[src/rtl/hm_pkg.sv]
// Shared types and constants for the Hamming(7,4) serial receiver.
// HM_RX_SECDED_EN widens the frame to 8 bits (extra overall-parity bit).
package hm_pkg;

  typedef enum logic [1:0] {
    IDLE  = 2'd0,
    DATA  = 2'd1,
    STOP  = 2'd2,
    BREAK = 2'd3
  } rx_state_t;

`ifdef HM_RX_SECDED_EN
  localparam int CW_LEN = 8;
`else
  localparam int CW_LEN = 7;
`endif
  localparam int INFO_LEN = 4;
  localparam int HAM_LEN  = 7;
  localparam int SYN_W    = 3;

  // A nonzero syndrome S points at codeword bit S-1.
  localparam int SYN_IDX_OFFSET = 1;

  // Systematic bit positions inside r0..r6.
  localparam int D0_IDX = 2;
  localparam int D1_IDX = 4;
  localparam int D2_IDX = 5;
  localparam int D3_IDX = 6;

  function automatic logic [HAM_LEN-1:0] syn_flip_mask(input logic [SYN_W-1:0] syn);
    if (syn == '0) begin
      syn_flip_mask = '0;
    end else begin
      syn_flip_mask = HAM_LEN'(1) << (syn - SYN_W'(SYN_IDX_OFFSET));
    end
  endfunction

endpackage

[src/rtl/hm_syndrome_corr.sv]
// Combinational Hamming(7,4) syndrome decode and single-bit correction.
// With an 8-bit codeword the top bit is overall parity (SECDED).
module hm_syndrome_corr
  import hm_pkg::*;
#(
  parameter int CW_BITS = CW_LEN
) (
  input  logic [CW_BITS-1:0]  cw,
  output logic [INFO_LEN-1:0] data,
  output logic                corrected,
  output logic                uncorrectable
);

  logic [SYN_W-1:0]   syn;
  logic [HAM_LEN-1:0] ham;
  logic [HAM_LEN-1:0] fixed;
  logic               par;

  always_comb begin
    ham = cw[HAM_LEN-1:0];
    syn = {ham[3] ^ ham[4] ^ ham[5] ^ ham[6],
           ham[1] ^ ham[2] ^ ham[5] ^ ham[6],
           ham[0] ^ ham[2] ^ ham[4] ^ ham[6]};
    par           = ^cw;
    fixed         = ham;
    corrected     = 1'b0;
    uncorrectable = 1'b0;
    if (CW_BITS > HAM_LEN) begin
      if (syn != '0 && par) begin
        fixed     = ham ^ syn_flip_mask(syn);
        corrected = 1'b1;
      end else if (syn == '0 && par) begin
        // Only the parity bit itself was hit; the payload is intact.
        corrected = 1'b1;
      end else if (syn != '0) begin
        uncorrectable = 1'b1;
      end
    end else if (syn != '0) begin
      fixed     = ham ^ syn_flip_mask(syn);
      corrected = 1'b1;
    end
    data = {fixed[D3_IDX], fixed[D2_IDX], fixed[D1_IDX], fixed[D0_IDX]};
  end

endmodule

[src/rtl/hm_serial_rx.sv]
// Bit-serial Hamming(7,4) receiver: start/codeword/stop framing, correction,
// valid/ready output. Define HM_RX_SECDED_EN for 8-bit SECDED frames.
module hm_serial_rx
  import hm_pkg::*;
#(
  parameter logic IDLE_LVL = 1'b1,
  parameter int   CW_BITS  = CW_LEN
) (
  input  logic                clk,
  input  logic                rst,
  input  logic                sample_en,
  input  logic                rx_line,
  output logic [INFO_LEN-1:0] out_data,
  output logic                out_valid,
  input  logic                out_ready,
  output logic                out_corrected,
  output logic                frame_err,
  output logic                overflow
`ifdef HM_RX_SECDED_EN
  ,
  output logic                out_uncorrectable
`endif
);

  localparam logic [3:0] LAST_BIT = 4'(CW_BITS - 1);

  rx_state_t           state;
  logic [CW_BITS-1:0]  shreg;
  logic [3:0]          cnt;

  logic [INFO_LEN-1:0] dec_data;
  logic                dec_corr;
  logic                dec_uncorr;

  hm_syndrome_corr #(
    .CW_BITS(CW_BITS)
  ) u_corr (
    .cw           (shreg),
    .data         (dec_data),
    .corrected    (dec_corr),
    .uncorrectable(dec_uncorr)
  );

  always_ff @(posedge clk) begin
    if (rst) begin
      state         <= IDLE;
      shreg         <= '0;
      cnt           <= '0;
      out_data      <= '0;
      out_valid     <= 1'b0;
      out_corrected <= 1'b0;
      frame_err     <= 1'b0;
      overflow      <= 1'b0;
`ifdef HM_RX_SECDED_EN
      out_uncorrectable <= 1'b0;
`endif
    end else begin
      frame_err <= 1'b0;
      overflow  <= 1'b0;
      if (out_valid && out_ready) begin
        out_valid <= 1'b0;
      end
      if (sample_en) begin
        case (state)
          IDLE: begin
            if (rx_line != IDLE_LVL) begin
              state <= DATA;
              cnt   <= '0;
            end
          end
          DATA: begin
            // r0 arrives first and ends up in bit 0 after the last shift.
            shreg <= {rx_line, shreg[CW_BITS-1:1]};
            if (cnt == LAST_BIT) begin
              state <= STOP;
            end else begin
              cnt <= cnt + 4'd1;
            end
          end
          STOP: begin
            if (rx_line == IDLE_LVL) begin
              state <= IDLE;
              // A same-cycle accept frees the slot, so the new word may load.
              if (!out_valid || out_ready) begin
                out_data      <= dec_data;
                out_corrected <= dec_corr & ~dec_uncorr;
                out_valid     <= 1'b1;
`ifdef HM_RX_SECDED_EN
                out_uncorrectable <= dec_uncorr;
`endif
              end else begin
                overflow <= 1'b1;
              end
            end else begin
              frame_err <= 1'b1;
              state     <= BREAK;
            end
          end
          BREAK: begin
            if (rx_line == IDLE_LVL) begin
              state <= IDLE;
            end
          end
          default: state <= IDLE;
        endcase
      end
    end
  end

endmodule

[config.mk]
export PLATFORM = sky130hd
export DESIGN_NAME = hm_serial_rx
export DESIGN_NICKNAME = d
export VERILOG_FILES = /design/src/rtl/hm_pkg.sv /design/src/rtl/hm_syndrome_corr.sv /design/src/rtl/hm_serial_rx.sv
export SDC_FILE = /design/constraint.sdc
export NUM_CORES = 1
export LEC_CHECK = 0
export CORE_MARGIN = 2
export CORE_UTILIZATION = 55
export CTS_CLUSTER_DIAMETER = 30
export DETAILED_ROUTE_END_ITERATION = 8
export GPL_TIMING_DRIVEN = 1
export PLACE_DENSITY = 0.78
export SETUP_SLACK_MARGIN = 0.4
export SLEW_MARGIN = 20
export SYNTH_ARGS = -nofsm -noshare
export SYNTH_HDL_FRONTEND = slang
export SYNTH_SLANG_ARGS = --single-unit
[constraint.sdc]
create_clock -name clk -period 2.7 [get_ports clk]
set_input_delay 0.54 -clock clk [delete_from_list [all_inputs] [get_ports clk]]
set_output_delay 0.54 -clock clk [all_outputs]
set_load 0.02 [all_outputs]
======== Yosys cells after proc, flatten, opt, wreduce, memory -nomap -nowiden ========
Index checks and enable logic that the tools add are counted.
storage, ports and cells
  flip-flop bits (word level) ............. 21
  latch bits .............................. 0
  RAM bits ................................ 0
  bits in read-only memories .............. 0
  logic and storage cells ................. 64
  memories kept ........................... 0
cells by class
  $add $sub $neg .......................... 2
  multiply operators ...................... 0
  divide/modulo/power cells ............... 0
  order comparisons ....................... 0
  equal/unequal tests ..................... 8
  shifts and indexed selects .............. 1
  multiplexer cells ....................... 19
  bitwise operators ....................... 13
  reductions and logical operators ........ 13
operator list
  cell                                              number
  two-way mux 7 bit                                 3
  AND reduction 4 bit                               3
  bitwise XOR 1 bit                                 9
  two-way mux 1 bit                                 8
  two-way mux 2 bit                                 4
  two-way mux 4 bit                                 2
  != test 2 bit, second input constant              4
  case mux 2 bit (4 select lines)                   1
  case mux 4 bit (2 select lines)                   1
  left shift 1 x 3 -> 7 bit, first input constant   1
  bitwise XOR 7 bit                                 1
  adder 4 x 1 -> 4 bit, second input constant       1
  == test 2 bit, second input constant              2
  == test 4 x 3 -> 1 bit, second input constant     1
  OR reduction 4 bit                                1
  zero test 3 bit                                   1
  inverter 1 bit                                    3
  nonzero test 3 bit                                1
  OR reduction 3 bit                                1
  subtractor 3 x 1 -> 3 bit, second input constant  1
  == test 2 x 1 -> 1 bit, second input constant     1
  zero test 2 bit                                   1
  AND reduction 2 bit                               1
  nonzero test 2 bit                                1
  3 further kinds                                   3

======== Depth between registers and ports, before layout ========
  depth after elaboration ................. 9
  gate-level depth with buffers ........... 9
  gate-level depth less buffers ........... 8

======== Modules after synthesis ========
From an unflattened synthesis, not the netlist that was laid out.
second synthesis, totals
  cells, all modules ...................... 145
  area total of the unflattened synthesis .. 1296.2 µm²
modules (own cells, without submodules)
  module            times used  cells each  area an instance (µm²)  sequential area each (µm²)
  hm_serial_rx      1           100         950.9                   420.4
  hm_syndrome_corr  1           45          345.3                   0.0

======== Worst setup path before layout ========
No wires, ideal clock.
  path kind ............................... reg2reg
  from .................................... reg shreg[5]
  to ...................................... reg out_data[2]
  setup time .............................. 88 ps
  arrival time ............................ 2064 ps
  path slack .............................. 548 ps
  stages on the path, launching flop included .. 10
  buffers on the path ..................... 1
  clock period less this slack ............ 2152 ps
  cells stage by stage .................... dfxtp_1 -> buf_2 -> xor2_2 -> nand2_1 -> o21ai_0 -> ha_1 -> nor2_1 -> nand4_1 -> a21o_1 -> a311oi_2
between the ends
  cells in the longest elaborated chain, start to end .. 8
  elaborated cells between the ends (all ways) .. 12
  classes of those cells .................. add/sub: 1; shift: 1; mux: 3; bitwise: 5; reduce/logical: 2
RTL lines
  element                                                    line                                            RTL
  start: declaration                                         hm_serial_rx.sv:28                              logic [CW_BITS-1:0] shreg;
  start signal: assignment                                   hm_serial_rx.sv:73                              shreg <= {rx_line, shreg[CW_BITS-1:1]};
  bitwise XOR 1 bit, on equally long branches (2 in series)  hm_syndrome_corr.sv:22, hm_syndrome_corr.sv:21
  subtractor 3 x 1 -> 3 bit                                  hm_pkg.sv:34                                    syn_flip_mask = HAM_LEN'(1) << (syn - SYN_W'(SYN_IDX_OFFSET));
  left shift 1 x 3 -> 7 bit                                  hm_pkg.sv:34
  two-way mux 7 bit                                          hm_pkg.sv:31                                    if (syn == '0) begin
  two-way mux 7 bit                                          hm_syndrome_corr.sv:38                          end else if (syn != '0) begin
  bitwise XOR 7 bit                                          hm_syndrome_corr.sv:39                          fixed = ham ^ syn_flip_mask(syn);
  two-way mux 7 bit (*)                                      hm_syndrome_corr.sv:38
  end signal: assignment                                     hm_serial_rx.sv:85                              out_data <= dec_data;
  end: declaration                                           hm_serial_rx.sv:13                              output logic [INFO_LEN-1:0] out_data,
Mark *: on every way between the ends. The rest lies on a longest branch, timed or not. The select of a mux whose other input is x is not followed.
A chain may end at the register's enable or synchronous reset.

======== Worst setup path in the final report ========
  from .................................... reg shreg[2]
  to ...................................... reg out_data[2]
between the ends
  cells in the longest elaborated chain, start to end .. 9
  elaborated cells between the ends (all ways) .. 14
  classes of those cells .................. add/sub: 1; shift: 1; mux: 3; bitwise: 7; reduce/logical: 2
RTL lines
  element                                                    line
  bitwise XOR 1 bit, on equally long branches (3 in series)  hm_syndrome_corr.sv:23, hm_syndrome_corr.sv:22
  subtractor 3 x 1 -> 3 bit                                  hm_pkg.sv:34
  left shift 1 x 3 -> 7 bit                                  hm_pkg.sv:34
  two-way mux 7 bit                                          hm_pkg.sv:31
  two-way mux 7 bit                                          hm_syndrome_corr.sv:38
  bitwise XOR 7 bit                                          hm_syndrome_corr.sv:39
  two-way mux 7 bit (*)                                      hm_syndrome_corr.sv:38
Marks and branches as above.

==> out/results.tsv <==
stage	metric	value	unit
outcome	outcome	completed	
placement	dp_hpwl	1630	um
logic_synthesis	yosysSeqAreaShare	0.349	
setup_path	crit_fanout	7	
clocking	cts_hold_buf	0	
clocking	cts_htree_levels	1	
grt	grt.total_usage	0.204	
cells_and_area	antennaDiodeCount	0	
logic_synthesis	yosysWarnings	0	
floorplan	die_h	50.8	um
logic_synthesis	postSynth.asyncResetShare	0	
run	drv_cap	0	
cells_and_area	utilization	0.686	
floorplan	io_pins	13	
setup_path	worstPathArrival	2.31	ns
drt	viasPerCell	5.55	
sta	rsz0062_at_grt	false	
cells_and_area	syn_to_final_growth	15.0	%
power_and_ir_drop	peakVddDrop	0.000313	V
drt	wl_per_cell	13.0	um
grt	grt_pass1_wl	3930	um
grt	grt_pass1_vias	878	
logic_synthesis	yosys_register_bits	21	
cells_and_area	layout_commonest_cell	dfxtp_1	
sta	post-route-min-period	2.09	ns
sta	fmax	478	MHz
logic_synthesis	synth.distinct_cells	40	
grt	grt_overflow	0	
clocking	cts_tree	built	
cells_and_area	nets	157	
clocking	insertion_delay	0.31	ns
drt	drtPass1Iterations	4	
clocking	cts_resized	1	
setup_path	reg2reg_depth	8	
power_and_ir_drop	p_per_area	370	nW/um^2
sta	finClkSkew	0.00732	ns
logic_synthesis	synth_edf_count	0	
clocking	clockRootBuffer	clkbuf_4	
drt	wl	2270	um
floorplan	die_area	2580	sq um
drt	drcViolationCount	0	
setup_path	critPathLaunchType	flip-flop	
sta	tns	0	ns
placement	gp_congestion	0.870	
placement	dp.cells	171	
sta	slew_headroom	0.490	
drt	drt-initial-drc-count	19	
logic_synthesis	ys_top_cells_by_area	dfxtp_1 (35%), mux2i_1 (5.0%), nor2_1 (5.0%), xor2_2 (4.0%), a21oi_1 (3.7%)	
placement	portBuffers	12	
sta	final-hold-violation-count	0	
sta	final-max-slew-violation-count	0	
clocking	cts_sinks	21	
logic_synthesis	synth_top_area_frac	0.349	
worst_hold_path	worstHoldPathCells	2	
power_and_ir_drop	p_total	0.513	mW
drt	vias	971	
sta	fin_crit_sh	0.776	
sta	setup_viol	0	
floorplan	core	2020	sq um
power_and_ir_drop	leakage	0.494	nW
clocking	postCtsSetupBuffers	0	
logic_synthesis	yosysTopAreaCell	dfxtp_1	
logic_synthesis	synth_ff_type	dfxtp_1	
grt	antenna_found_initial	0	
setup_path	end_kind	flip-flop	
cells_and_area	final_cells	175	
sta	tightest_slew	0.762	ns
worst_hold_path	min_from	out_corrected$_SDFFE_PP0P_	
clocking	clock_path_buffers	2	
drt	ant_nets	0	
worst_hold_path	hp-class	flip-flop to flip-flop	
grt	grt_max_degree	22	
setup_path	r2r-start	shreg[2]$_SDFFE_PP0P_	
setup_path	critPathKind	flip-flop to flip-flop	
clocking	cts_made_buffers	3	
logic_synthesis	postSynthAreaPerCell	8.74	sq um
cells_and_area	drive_above_1_share	0.149	
floorplan	start_util	0.597	
cells_and_area	layout_common_cells	dfxtp_1 (18), nor2_1 (15), clkdlybuf4s50_1 (12)	
setup_path	critPathRequiredTime	2.92	ns
floorplan	std_cell_rows	16	
logic_synthesis	synth_nets	146	
floorplan	die_width	50.8	um
logic_synthesis	synth_area	1210	sq um
clocking	cts.clk_slew.worst_paths	0.12	ns
setup_path	crit_start	shreg[2]$_SDFFE_PP0P_	
logic_synthesis	postSynthCellCount	138	
## Yosys cell counts, types with 2 or more instances
library cell and count:
buf_2 6, nand2_1 8, o21ai_0 7, dfxtp_1 21, xnor2_2 2, nor4_1 4, o2111a_1 2, xnor2_1 4
nor3_1 3, nand2b_1 3, nand4b_1 2, and2_1 2, inv_1 6, o2111ai_1 2, ha_1 3, nor2b_1 3
a21oi_1 9, nand4_1 4, clkbuf_1 3, mux2i_1 6, xor2_2 3, nor2_1 16, nand3_1 2
## cells by family (layout without fill, tap and decap cells)
logic type | after synthesis | in the layout | share of synthesized area
muxes | 6 | 6 | 0.0498
AOI/OAI and AO/OA | 30 | 30 | 0.173
buffers and inverters | 15 | 25 | 0.0529
adders and majority gates | 3 | 3 | 0.0311
and+or+nand+nor | 54 | 54 | 0.248
DFF | 21 | 21 | 0.349
xor gates and xnor gates | 9 | 9 | 0.0965
## state kept, by name, indices dropped and copies added, names as in the netlist
signal         count
shreg              7
cnt                4
out_data           4
state              2
frame_err          1
out_corrected      1
out_valid          1
overflow           1
## worst max-delay path: stages, from the launching register on
cell      delay (ns)
dfxtp_2         0.44
xor2_2          0.24
nand2_1         0.11
o21ai_0         0.19
ha_1            0.30
nor2_4          0.17
nand4_1         0.14
a21o_1          0.21
a311oi_2        0.21
## through the flow
step / hold slack [ns] / cell area, sq um / worst slack [ns]
2_1_floorplan: 0.453 / 1210 / 0.548
3_3_place_gp: 0.467 / 1340 / 0.471
6_report: 0.502 / 1390 / 0.606
4_1_cts: 0.508 / 1370 / 0.460
5_1_grt: 0.532 / 1390 / 0.448
3_5_place_dp: 0.489 / 1340 / 0.389
## cell type report
class | instances | area, sq um
clock buffer | 3 | 22.5
tap | 27 | 33.8
multi-input combinational | 102 | 737
sequential | 21 | 424
clock inverter | 1 | 5.00
inverter | 6 | 22.5
timing repair buffer | 15 | 143
fill | 171 | 634
## per-layer routing
metal / track usage / share of wire
met2: 0.316 / 0.47
met3: 0.0263 / 0.028
met1: 0.272 / 0.48
met5: 0 / 0
met4: 0.122 / 0.025
## power breakdown
part | internal [mW] | switching (mW) | total, mW | leakage [nW]
registers | 0.312 | 0.00496 | 0.317 | 0.171
logic | 0.0189 | 0.0249 | 0.0438 | 0.305
clock network | 0.0554 | 0.0969 | 0.152 | 0.0177
total | 0.386 | 0.127 | 0.513 | 0.494
## worst paths after layout
path / slack [ns] / end
hold / removal: 0.50 / out_corrected$_SDFFE_PP0P_
setup reg to reg: 0.61 / out_data[2]$_SDFFE_PP0P_
hold reg to reg: 0.50 / out_corrected$_SDFFE_PP0P_
setup / recovery: 0.61 / out_data[2]$_SDFFE_PP0P_
(Power assumes the default switching activity.)
